[src/rtl/io_bridge_pkg.sv]
// Shared encodings, FSM state type and command layout for the SPI-to-RAM I/O bridge.
package io_bridge_pkg;

    localparam logic [2:0] IO_IDLE  = 3'b001;
    localparam logic [2:0] IO_READ  = 3'b010;
    localparam logic [2:0] IO_WRITE = 3'b011;
    localparam logic [2:0] IO_FLUSH = 3'b101;

    localparam int DEFAULT_ADDR_W  = 23;
    localparam int DEFAULT_TIMEOUT = 255;

    typedef enum logic [1:0] {
        IDLE   = 2'd0,
        ACCESS = 2'd1,
        DONE   = 2'd2
    } bridge_state_t;

    typedef struct packed {
        logic                      we;
        logic [DEFAULT_ADDR_W-1:0] addr;
        logic [15:0]               wdata;
    } io_cmd_t;

    // Bus phases 1 and 2 are the I/O window; 0 and 3 belong to the CPU.
    function automatic logic in_io_window(input logic [1:0] bc);
        return (bc == 2'd1) || (bc == 2'd2);
    endfunction

endpackage

[src/rtl/io_cmd_fifo.sv]
// Two-entry command FIFO with flush; a push into a full FIFO is accepted when a pop happens on the same edge.
module io_cmd_fifo #(
    parameter int W = 40
) (
    input  logic         clk_8,
    input  logic         reset,
    input  logic         push,
    input  logic         pop,
    input  logic         flush,
    input  logic [W-1:0] din,
    output logic [W-1:0] dout,
    output logic         full,
    output logic         empty
);

    logic [W-1:0] mem_r [2];
    logic         rd_ptr_r;
    logic         wr_ptr_r;
    logic [1:0]   count_r;
    logic         push_ok_s;
    logic         pop_ok_s;

    assign full      = (count_r == 2'd2);
    assign empty     = (count_r == 2'd0);
    assign pop_ok_s  = pop && !empty;
    assign push_ok_s = push && (!full || pop_ok_s);
    assign dout      = mem_r[rd_ptr_r];

    // Pointer and occupancy tracking; flush wins over any push/pop on the same edge.
    always_ff @(posedge clk_8) begin
        if (reset || flush) begin
            rd_ptr_r <= 1'b0;
            wr_ptr_r <= 1'b0;
            count_r  <= 2'd0;
        end else begin
            if (push_ok_s) begin
                wr_ptr_r <= ~wr_ptr_r;
            end
            if (pop_ok_s) begin
                rd_ptr_r <= ~rd_ptr_r;
            end
            count_r <= count_r + {1'b0, push_ok_s} - {1'b0, pop_ok_s};
        end
    end

    // Entry storage needs no reset: occupancy alone decides validity.
    always_ff @(posedge clk_8) begin
        if (push_ok_s && !reset && !flush) begin
            mem_r[wr_ptr_r] <= din;
        end
    end

endmodule

[src/rtl/io_ram_bridge.sv]
// Executes buffered SPI memory commands as 16-bit RAM accesses inside the bus I/O window.
// Optional access timeout is enabled by defining IO_BRIDGE_TIMEOUT_EN.
module io_ram_bridge
    import io_bridge_pkg::*;
#(
    parameter int ADDR_W  = DEFAULT_ADDR_W,
    parameter int TIMEOUT = DEFAULT_TIMEOUT
) (
    input  logic              clk_8,
    input  logic              reset,
    input  logic [1:0]        bus_cycle,
    input  logic [2:0]        io_state,
    input  logic [ADDR_W-1:0] io_addr,
    input  logic [15:0]       io_wdata,
    output logic [15:0]       io_rdata,
    output logic              io_ack,
    output logic              mem_req,
    output logic              mem_we,
    output logic [ADDR_W-1:0] mem_addr,
    output logic [15:0]       mem_wdata,
    input  logic [15:0]       mem_rdata,
    input  logic              mem_ready,
    output logic              busy,
    output logic              overrun,
    output logic              timeout
);

    localparam int CMD_W = 1 + ADDR_W + 16;

    bridge_state_t     state_r;
    bridge_state_t     state_next_s;
    logic              start_s;
    logic              complete_s;
    logic              timed_out_s;
    logic              tmo_hit_s;
    logic              cmd_push_s;
    logic              cmd_flush_s;
    logic              flush_hit_s;
    logic              flushed_r;
    logic [CMD_W-1:0]  cmd_in_s;
    logic [CMD_W-1:0]  head_s;
    logic              fifo_full_s;
    logic              fifo_empty_s;
    logic [15:0]       io_rdata_r;
    logic              io_ack_r;
    logic              mem_req_r;
    logic              mem_we_r;
    logic [ADDR_W-1:0] mem_addr_r;
    logic [15:0]       mem_wdata_r;
    logic              overrun_r;

    assign cmd_push_s  = (io_state == IO_READ) || (io_state == IO_WRITE);
    assign cmd_flush_s = (io_state == IO_FLUSH);
    assign cmd_in_s    = {(io_state == IO_WRITE), io_addr, io_wdata};
    // A flush arriving on the completion edge itself must also suppress the result.
    assign flush_hit_s = flushed_r || cmd_flush_s;

    io_cmd_fifo #(.W(CMD_W)) u_fifo (
        .clk_8 (clk_8),
        .reset (reset),
        .push  (cmd_push_s),
        .pop   (start_s),
        .flush (cmd_flush_s),
        .din   (cmd_in_s),
        .dout  (head_s),
        .full  (fifo_full_s),
        .empty (fifo_empty_s)
    );

`ifdef IO_BRIDGE_TIMEOUT_EN
    localparam int TMO_W = ($clog2(TIMEOUT + 1) < 8) ? 8 : $clog2(TIMEOUT + 1);

    logic [TMO_W-1:0] tmo_cnt_r;
    logic             timeout_r;

    assign tmo_hit_s = (tmo_cnt_r == TMO_W'(TIMEOUT - 1));
    assign timeout   = timeout_r;

    // Counts ACCESS cycles spent waiting for mem_ready; sticky flag on expiry.
    always_ff @(posedge clk_8) begin
        if (reset) begin
            tmo_cnt_r <= '0;
            timeout_r <= 1'b0;
        end else begin
            if (start_s) begin
                tmo_cnt_r <= '0;
            end else if (state_r == ACCESS && !mem_ready) begin
                tmo_cnt_r <= tmo_cnt_r + TMO_W'(1);
            end
            if (timed_out_s) begin
                timeout_r <= 1'b1;
            end
        end
    end
`else
    assign tmo_hit_s = 1'b0;
    assign timeout   = 1'b0;
`endif

    // Next-state and access control decode.
    always_comb begin
        state_next_s = state_r;
        start_s      = 1'b0;
        complete_s   = 1'b0;
        timed_out_s  = 1'b0;
        case (state_r)
            IDLE: begin
                if (!fifo_empty_s && in_io_window(bus_cycle) && !cmd_flush_s) begin
                    start_s      = 1'b1;
                    state_next_s = ACCESS;
                end else begin
                    state_next_s = IDLE;
                end
            end
            ACCESS: begin
                if (mem_ready) begin
                    complete_s   = 1'b1;
                    state_next_s = DONE;
                end else if (tmo_hit_s) begin
                    timed_out_s  = 1'b1;
                    state_next_s = DONE;
                end else begin
                    state_next_s = ACCESS;
                end
            end
            DONE: begin
                state_next_s = IDLE;
            end
            default: begin
                state_next_s = IDLE;
            end
        endcase
    end

    // FSM state register.
    always_ff @(posedge clk_8) begin
        if (reset) begin
            state_r <= IDLE;
        end else begin
            state_r <= state_next_s;
        end
    end

    // Memory port, SPI-side results and sticky overrun flag.
    always_ff @(posedge clk_8) begin
        if (reset) begin
            mem_req_r   <= 1'b0;
            mem_we_r    <= 1'b0;
            mem_addr_r  <= '0;
            mem_wdata_r <= 16'h0000;
            io_rdata_r  <= 16'h0000;
            io_ack_r    <= 1'b0;
            flushed_r   <= 1'b0;
            overrun_r   <= 1'b0;
        end else begin
            io_ack_r <= (state_r == DONE) && !flush_hit_s;
            if (start_s) begin
                mem_req_r   <= 1'b1;
                mem_we_r    <= head_s[CMD_W-1];
                mem_addr_r  <= head_s[CMD_W-2 -: ADDR_W];
                mem_wdata_r <= head_s[15:0];
            end else if (complete_s || timed_out_s) begin
                mem_req_r <= 1'b0;
            end
            if (start_s) begin
                flushed_r <= 1'b0;
            end else if (cmd_flush_s && state_r != IDLE) begin
                flushed_r <= 1'b1;
            end
            if (complete_s && !mem_we_r && !flush_hit_s) begin
                io_rdata_r <= mem_rdata;
            end else if (timed_out_s && !mem_we_r && !flush_hit_s) begin
                io_rdata_r <= 16'hFFFF;
            end
            if (cmd_push_s && fifo_full_s && !start_s) begin
                overrun_r <= 1'b1;
            end
        end
    end

    assign io_rdata  = io_rdata_r;
    assign io_ack    = io_ack_r;
    assign mem_req   = mem_req_r;
    assign mem_we    = mem_we_r;
    assign mem_addr  = mem_addr_r;
    assign mem_wdata = mem_wdata_r;
    assign overrun   = overrun_r;
    assign busy      = !fifo_empty_s || (state_r != IDLE);

endmodule

[config.mk]
export PLATFORM = sky130hd
export DESIGN_NAME = io_ram_bridge
export DESIGN_NICKNAME = d
export VERILOG_FILES = /design/src/rtl/io_bridge_pkg.sv /design/src/rtl/io_cmd_fifo.sv /design/src/rtl/io_ram_bridge.sv
export SDC_FILE = /design/constraint.sdc
export NUM_CORES = 1
export LEC_CHECK = 0
export CAP_MARGIN = 20
export CORE_MARGIN = 2
export CORE_UTILIZATION = 54
export DETAILED_ROUTE_END_ITERATION = 16
export PLACE_DENSITY = 0.84
export RECOVER_POWER = 100
export SETUP_SLACK_MARGIN = 0.02
export SYNTH_ARGS = -nofsm -noshare
export SYNTH_HDL_FRONTEND = slang
export SYNTH_HIERARCHICAL = 1
export SYNTH_SLANG_ARGS = --single-unit
[constraint.sdc]
create_clock -name clk_8 -period 11.45 [get_ports clk_8]
set_input_delay 2.29 -clock clk_8 [delete_from_list [all_inputs] [get_ports clk_8]]
set_output_delay 2.29 -clock clk_8 [all_outputs]
set_load 0.05 [all_outputs]
==> impl_metrics.ini, run 1 <==
[run]
maxCapViolCount = 4

[timing]
final_max_slew_viol_count = 180
timing.setup.tns_ns = 0
setup_viol = 0
clock.fmax_mhz = 128
worstMarginPinSlew_ns = 3.05
fin_crit_sh = 0.684
relSlewSlack = -1.04
fin_skew_ns = 0.0107
layout_min_cycle_time_ns = 7.84
rsz0062_at_grt = no
final_hold_viol_count = 0

[worst_setup_path]
start_kind = input port
worstPathRequired_ns = 11.52
path_max_fanout = 43
arrival_ns = 7.91
reg2regPathDepth = 6
worstSetupPathType = input port to flip-flop
cp-end-kind = flip-flop

[clock_tree]
cts_setup_buffers = 0
cts_hold_buf = 0
cts_sinks = 147
h-tree-depth = 4
clk_pin_slew_ns = 0.06
cts_root_buf = clkbuf_8
post_cts_resized = 0
cts_buffer_depth = 2
numCtsBuffers = 17
cts_tree = built
clk_latency_ns = 0.51

[power]
pwr-share-seq = 0.484
combinationalPowerShare = 0.095
sw_frac_of_total = 0.242
power.internal_mw = 0.908
ir_worst_vdd_v = 0.0000879
power_density_nw_per_um2 = 160
clkPwrFrac = 0.421
leakage_nw = 2.76
p_sw_mw = 0.289

[synth]
syn-cell-area_sq_um = 5660
ys_ff_latch = 147
ys_async_sr_fraction = 0
synthFlopType = edfxtp_1
synth_top_area_share = 0.424
synth.distinct_cells = 37
yosys_warnings = 6
synth_area_leaders = edfxtp_1 42%, dfxtp_1 24%, mux2i_1 9.9%
synth_edf_count = 80
synth_cells = 427
synth_top_area_cell = edfxtp_1
syn-num-nets = 491
avgSynthCellArea_sq_um = 13.3
ys_seq_area_frac = 0.661

[finish]
drive_above_1_share = 0.142
multi_input_area_sq_um = 1730
ff_latch_area_sq_um = 3740
area_growth_pct = 31.9
fin_nets = 613
antenna_cells = 0
fillers = 672
fin_cells = 698

[outcome]
outcome = finished, violations left
violations = max-capacitance violations, max-slew violations

[grt]
grt.total_usage = 0.217
grt_pass1_vias = 3780
grt_pass1_wl_mm = 18.7
grt_max_degree = 73
grt.overflow.total = 0
antenna_found_initial = 0

[min_path]
holdPathStages = 2
hold_class = flip-flop to flip-flop

[place]
placedCellCount = 666
io_buffers = 122
gp_congestion = 0.792
hpwl_mm = 7.27

[floorplanning]
die_y_microns = 106
rows = 37
io_pins = 124
die_w_microns = 106
dieArea_sq_um = 11300
initial_core_util = 0.554
core_area_sq_um = 10200

[drt]
post-route-drc-count = 0
drtAntennaViolNets = 0
vias_per_cell = 5.12
via_count = 3577
first_pass_iters = 4
routed_wl_mm = 11.6
drt_iter0_drc = 189
drt-wirelength-per-cell_microns = 16.6
## layout by cell type (no fill, tap or decap), types with 3 or more instances in the layout
cell type        count
clkinv_4             4
clkdlybuf4s50_1     21
clkbuf_16           16
edfxtp_1            80
clkinvlp_4           5
dfxtp_1             66
a21oi_1              3
mux2_2              41
nand2_1            116
mux2i_1             56
o21ai_0              4
nor3_1               4
dlygate4sd3_1      101
nor2_1               6
## metrics by stage
step | total power [mW] | util | worst slack [ns] | cell area (sq um) | hold slack [ns]
after floorplan | 0.662 | - | 3.19 | 5660 | 0.439
final | 1.20 | 0.730 | 3.61 | 7470 | 0.449
after CTS | 1.21 | 0.732 | 6.39 | 7490 | 0.455
after detailed placement | 0.708 | 0.679 | 5.88 | 6950 | 0.445
after global routing | 1.24 | 0.730 | 3.14 | 7470 | 0.473
after global placement | 0.704 | 0.676 | 5.75 | 6920 | 0.434
## synth_stat cells, types with 2 or more instances
| cell type | n |
|---|---|
| dfxtp_1 | 67 |
| nor2b_1 | 2 |
| inv_1 | 2 |
| mux2_2 | 41 |
| nand2_1 | 116 |
| xnor2_1 | 2 |
| nor2_1 | 6 |
| buf_2 | 4 |
| buf_12 | 4 |
| buf_6 | 2 |
| mux2i_1 | 56 |
| nor3_1 | 4 |
| o21ai_0 | 2 |
| o21ai_1 | 2 |
| edfxtp_1 | 80 |
| and2_1 | 3 |
| clkbuf_1 | 12 |
| a21oi_1 | 3 |
## power by group through the flow
| stage | sequential [mW] | clock [mW] | combinational, mW |
|---|---|---|---|
| after floorplan | 0.616 | 0 | 0.0461 |
| after global placement | 0.590 | 0 | 0.114 |
| after detailed placement | 0.590 | 0 | 0.118 |
| after CTS | 0.579 | 0.513 | 0.119 |
| after global routing | 0.581 | 0.536 | 0.121 |
| final | 0.579 | 0.503 | 0.114 |
## critical path, stage by stage
cell	delay (ns)
dlygate4sd3_1	0.54
and3b_1	0.31
or4_1	0.64
clkinvlp_2	1.51
o21ai_0	0.56
nor4b_2	0.32
clkbuf_1	1.71
## worst paths after layout
kind / endpoint / from / slack (ns)
max: u_fifo/mem_r[1][38] / io_state[1] / 3.61
min: overrun / overrun / 0.45
max reg2reg: u_fifo/mem_r[1][38] / u_fifo/count_r[0] / 5.76
min reg2reg: overrun / overrun / 0.45
## cells by family (layout without fill, tap and decap cells)
kind of cell | after synthesis | in the layout | share of synthesized area
AOI/OAI and AO/OA | 9 | 9 | 0.00950
xor gates and xnor gates | 3 | 3 | 0.00464
adders and majority gates | 1 | 1 | 0.00221
buffers and inverters | 27 | 162 | 0.0345
DFF | 147 | 147 | 0.661
muxes | 97 | 97 | 0.181
other | 1 | 1 | 0.000662
and+or+nand+nor | 142 | 142 | 0.107
## sequential cells by signal, indices dropped and copies added, names as in the netlist, 2 cells and up, named ones only
register / flops
mem_addr: 23
state_r: 2
io_rdata: 16
u_fifo/count_r: 2
u_fifo/mem_r: 80
mem_wdata: 16
## area by class of cell
type | instances | area share
inverters | 4 | 0.00234
well taps | 136 | 0.0228
repair buffers | 126 | 0.169
clock buffers | 17 | 0.0554
multi-input cells | 253 | 0.231
clock inverters | 15 | 0.0179
flip-flops and latches | 147 | 0.501
## layer usage
metal	up-vias	global-route usage	wire [microns]
met1	1732	0.267	4950
met2	100	0.374	6070
met4	0	0.0752	128
li1	1735	-	-
met5	-	0	0
met3	10	0.0503	454
Note: power is estimated with default switching activity, not from simulation.
==> inputs of run 2 (changes only) <==
--- a/config.mk
+++ b/config.mk
@@ -7,9 +7,9 @@
 export LEC_CHECK = 0
 export CAP_MARGIN = 20
 export CORE_MARGIN = 2
-export CORE_UTILIZATION = 54
+export CORE_UTILIZATION = 45
 export DETAILED_ROUTE_END_ITERATION = 16
-export PLACE_DENSITY = 0.84
+export PLACE_DENSITY = 0.75
 export RECOVER_POWER = 100
 export SETUP_SLACK_MARGIN = 0.02
 export SYNTH_ARGS = -nofsm -noshare
==> constraint.sdc (replaced) <==
create_clock -name clk_8 -period 7.1 [get_ports clk_8]
set_input_delay 1.42 -clock clk_8 [delete_from_list [all_inputs] [get_ports clk_8]]
set_output_delay 1.42 -clock clk_8 [all_outputs]
set_load 0.05 [all_outputs]
==> impl_metrics.ini, run 2 (synthesized netlist as in run 1, its figures left out) <==
[clock_tree]
cts_setup_buffers = 0
cts_hold_buf = 0
cts_root_buf = clkbuf_16
clk_latency_ns = 0.42
cts_sinks = 147
post_cts_resized = 0
h-tree-depth = 4
cts_tree = built
numCtsBuffers = 17
cts_buffer_depth = 2
clk_pin_slew_ns = 0.06

[timing]
fin_ws_ns = 2.10
fin_crit_sh = 0.705
final_hold_viol_count = 0
layout_min_cycle_time_ns = 5.00
final_max_slew_viol_count = 83
setup_viol = 0
worstMarginPinSlew_ns = 1.51
fin_skew_ns = 0.0129
relSlewSlack = -0.00799
rsz0062_at_grt = no
timing.setup.tns_ns = 0
clock.fmax_mhz = 200

[power]
leakage_nw = 2.78
ir_worst_vdd_v = 0.000130
power_density_nw_per_um2 = 261

[worst_setup_path]
reg2regPathDepth = 6
worstPathRequired_ns = 7.22
r2r-start = u_fifo/count_r[0]
start_kind = input port
crit_start = io_state[1]
cp-end-kind = flip-flop
r2r_slack_ns = 3.46
worstSetupPathType = input port to flip-flop
timing.critical_path.to = u_fifo/mem_r[0][23]
r2r_end = u_fifo/mem_r[0][23]
arrival_ns = 5.12
path_max_fanout = 43

[place]
hpwl_mm = 7.37
gp_congestion = 0.820
io_buffers = 122
dp_slack_ns = 2.36

[finish]
top_register = u_fifo/mem_r
multi_input_area_sq_um = 1740
fin_util = 0.620
largest_register_ff_count = 80
fin_nets = 613
mostFrequentLayoutCells = 116 x nand2_1, 101 x dlygate4sd3_1, 80 x edfxtp_1, 66 x dfxtp_1, 56 x mux2i_1
mostFrequentLayoutCell = nand2_1
ff_latch_area_sq_um = 3740
fillers = 941
area_growth_pct = 33.2
drive_above_1_share = 0.148
antenna_cells = 0

[grt]
grt.total_usage = 0.174
grt_max_degree = 83
grt_pass1_wl_mm = 17.5
grt_pass1_vias = 3518
grt.overflow.total = 0
antenna_found_initial = 1

[run]
maxCapViolCount = 1

[drt]
drt_iter0_drc = 211
via_count = 3589
post-route-drc-count = 0
vias_per_cell = 4.92
drt-wirelength-per-cell_microns = 15.5
drtAntennaViolNets = 0
first_pass_iters = 4
routed_wl_mm = 11.3

[floorplanning]
io_pins = 124
die_w_microns = 116
rows = 40
die_y_microns = 116
initial_core_util = 0.466
core_area_sq_um = 12200
dieArea_sq_um = 13500

[outcome]
violations = max-capacitance violations, max-slew violations
outcome = finished, violations left

[min_path]
hold_class = flip-flop to flip-flop
-- run 2: cell types whose count changed in the layout (fill, tap and decap cells not counted), sizes merged --
| cell | before | now |
|---|---|---|
| buf | 2 | 3 |
| clkbuf | 19 | 18 |
| clkinv | 7 | 3 |
| clkinvlp | 7 | 5 |
| inv | 4 | 10 |
-- run 2: report_power, final --
group | leakage, nW | switching [mW] | internal (mW)
Sequential | 1.27 | 0.0121 | 0.921
Clock | 0.269 | 0.365 | 0.490
Combinational | 1.24 | 0.108 | 0.0724
Total | 2.78 | 0.485 | 1.48
-- run 2: worst min path at each step --
| stage | start | end | slack (ns) | cells after the start |
|---|---|---|---|---|
| final | io_rdata[0] | io_rdata[0] | 0.45 | 2 |
| after detailed placement | mem_addr[9] | mem_addr[9] | 0.45 | 2 |
| after global placement | io_rdata[2] | io_rdata[2] | 0.44 | 2 |
| after floorplan | state_r[1] | io_ack | 0.44 | 2 |
| after global routing | overrun | overrun | 0.47 | 2 |
| after CTS | io_rdata[0] | io_rdata[0] | 0.46 | 2 |
-- run 2: layout make-up --
class,instances,share of cell area
Sequential cell,147,0.496
Multi-Input combinational cell,253,0.230
Timing Repair Buffer,126,0.167
Clock buffer,17,0.0564
Tap cell,168,0.0279
Clock inverter,15,0.0192
Inverter,4,0.00282
-- run 2: layer usage --
| metal | GRT usage | up-vias | routed length (microns) |
|---|---|---|---|
| met4 | 0.0627 | 2 | 111 |
| met3 | 0.0638 | 13 | 680 |
| li1 | - | 1736 | - |
| met1 | 0.213 | 1733 | 4900 |
| met5 | 0 | - | 12 |
| met2 | 0.284 | 105 | 5650 |
-- run 2: metrics by stage --
stage,cell area (sq um),instances,hold WS [ns],total power [mW]
2_1_floorplan,5670,427,0.439,1.07
3_3_place_gp,6970,697,0.442,1.14
3_5_place_dp,6990,698,0.445,1.14
4_1_cts,7560,730,0.457,1.99
5_1_grt,7540,730,0.468,2.03
6_report,7540,730,0.452,1.97
-- run 2: critical path: stages --
cell	delay [ns]
dlygate4sd3_1	0.54
and3b_1	0.32
or4_1	0.68
clkinv_4	0.43
o21ai_0	0.33
nor2b_1	1.09
buf_12	0.29
==> inputs of run 3 (changes only) <==
==> constraint.sdc (replaced) <==
create_clock -name clk_8 -period 4.3 [get_ports clk_8]
set_input_delay 0.86 -clock clk_8 [delete_from_list [all_inputs] [get_ports clk_8]]
set_output_delay 0.86 -clock clk_8 [all_outputs]
set_load 0.05 [all_outputs]
==> impl_metrics.ini, run 3 (synthesized netlist as in run 1, its figures left out) <==
[min_path]
holdPathStages = 2
holdPathEnd = overrun
min-delay-start = overrun
hold_class = flip-flop to flip-flop

[finish]
drive_above_1_share = 0.149
area_growth_pct = 33.3
mostFrequentLayoutCells = 116 x nand2_1, 101 x dlygate4sd3_1, 80 x edfxtp_1, 66 x dfxtp_1, 56 x mux2i_1
fin_nets = 615
largest_register_ff_count = 80
top_register = u_fifo/mem_r
fillers = 929
fin_area_sq_um = 7550
mostFrequentLayoutCell = nand2_1
antenna_cells = 0

[drt]
vias_per_cell = 4.79
drtAntennaViolNets = 0
post-route-drc-count = 0
first_pass_iters = 4
routed_wl_mm = 11.2
drt-wirelength-per-cell_microns = 15.3
drt_iter0_drc = 204
via_count = 3503

[power]
ir_worst_vdd_v = 0.000220
leakage_nw = 2.78
p_total_mw = 3.20
power_density_nw_per_um2 = 424

[timing]
worstMarginPinSlew_ns = 1.27
final_max_slew_viol_count = 0
relSlewSlack = 0.152
clock.fmax_mhz = 269
fin_crit_sh = 0.864
final_hold_viol_count = 0
fin_skew_ns = 0.0143
rsz0062_at_grt = no
hold_ws_ns = 0.442
setup_viol = 0
timing.setup.tns_ns = 0
layout_min_cycle_time_ns = 3.71

[clock_tree]
cts_tree = built
h-tree-depth = 4
cts_sinks = 147
clk_pin_slew_ns = 0.06
cts_hold_buf = 0
post_cts_resized = 0
clk_latency_ns = 0.41
cts_root_buf = clkbuf_16
cts_buffer_depth = 2
cts_setup_buffers = 0
numCtsBuffers = 17

[grt]
grt.total_usage = 0.175
grt_pass1_wl_mm = 17.8
grt_max_degree = 69
grt_pass1_vias = 3629
antenna_found_initial = 0
grt.overflow.total = 0

[run]
maxCapViolCount = 0

[floorplanning]
dieArea_sq_um = 13500
core_area_sq_um = 12200
io_pins = 124
rows = 40
initial_core_util = 0.466
die_w_microns = 116
die_y_microns = 116

[place]
place_area_sq_um = 7010
hpwl_mm = 7.58
gp_congestion = 0.725
io_buffers = 122

[worst_setup_path]
cp-end-kind = flip-flop
crit_path_cell_trace = dlygate4sd3_1 > and3b_1 > or4_1 > clkinv_4 > o21ai_0 > nor4b_4 > buf_4
worstSetupPathType = input port to flip-flop
reg2regPathDepth = 6
start_kind = input port
critPathSlowestCell = or4_1
worstPathRequired_ns = 4.36
r2r_slack_ns = 1.45
cp_top_family = simple AND/OR/NAND/NOR gates
max_stage_delay_ns = 0.68
path_max_fanout = 27
r2r-start = u_fifo/count_r[1]
r2r_end = u_fifo/mem_r[1][22]
arrival_ns = 3.78
path_buf_inv = 3

[outcome]
outcome = complete, no violations
[run 3: cell count changes in the layout (fill, tap and decap cells not counted), sizes merged]
cell / previous run / this run
buf: 3 / 4
clkbuf: 18 / 21
clkinv: 3 / 7
clkinvlp: 5 / 6
inv: 10 / 3
[run 3: worst min-delay path, delay by kind of cell, from the launching register on]
kind            cells  cell delay [ns]
flops               1             0.30
compound gates      1             0.05
buf+inv             1             0.04
[run 3: worst max path at each step]
stage | start | to | slack, ns | depth (start not counted)
after global placement | io_state[1] | u_fifo/mem_r[1][26] | 0.53 | 7
after CTS | io_state[1] | u_fifo/mem_r[1][33] | 0.86 | 7
final | io_state[1] | u_fifo/mem_r[1][22] | 0.59 | 7
after global routing | io_state[1] | u_fifo/mem_r[1][2] | 0.42 | 7
after detailed placement | io_state[1] | u_fifo/mem_r[1][31] | 0.43 | 7
after floorplan | io_state[2] | u_fifo/mem_r[1][0] | 0.37 | 7
[run 3: power breakdown]
group	internal, mW	switching [mW]	leakage [nW]	total, mW
clock	0.807	0.552	0.255	1.36
sequential	1.52	0.0192	1.27	1.54
combinational	0.120	0.177	1.26	0.297
[run 3: routing by layer]
layer,track usage,part of all wire,up-vias
met5,0,0,-
met1,0.223,0.46,1660
met2,0.287,0.49,96
met4,0.0738,0.011,0
li1,-,-,1735
met3,0.0446,0.044,12
[run 3: cell type report]
type,count,area [sq um],share of cell area
clock inverter,13,111,0.0148
timing repair buffer,128,1270,0.169
tap,168,210,0.0279
multi-input combinational,253,1740,0.231
clock buffer,19,443,0.0587
sequential,147,3740,0.496
inverter,4,21.3,0.00282
[run 3: metrics by stage]
| stage | util | std cells | setup WS, ns |
|---|---|---|---|
| final | 0.621 | 732 | 0.586 |
| after floorplan | - | 427 | 0.369 |
| after global routing | 0.621 | 732 | 0.425 |
| after global placement | 0.577 | 700 | 0.526 |
| after detailed placement | 0.577 | 700 | 0.426 |
| after CTS | 0.622 | 732 | 0.861 |
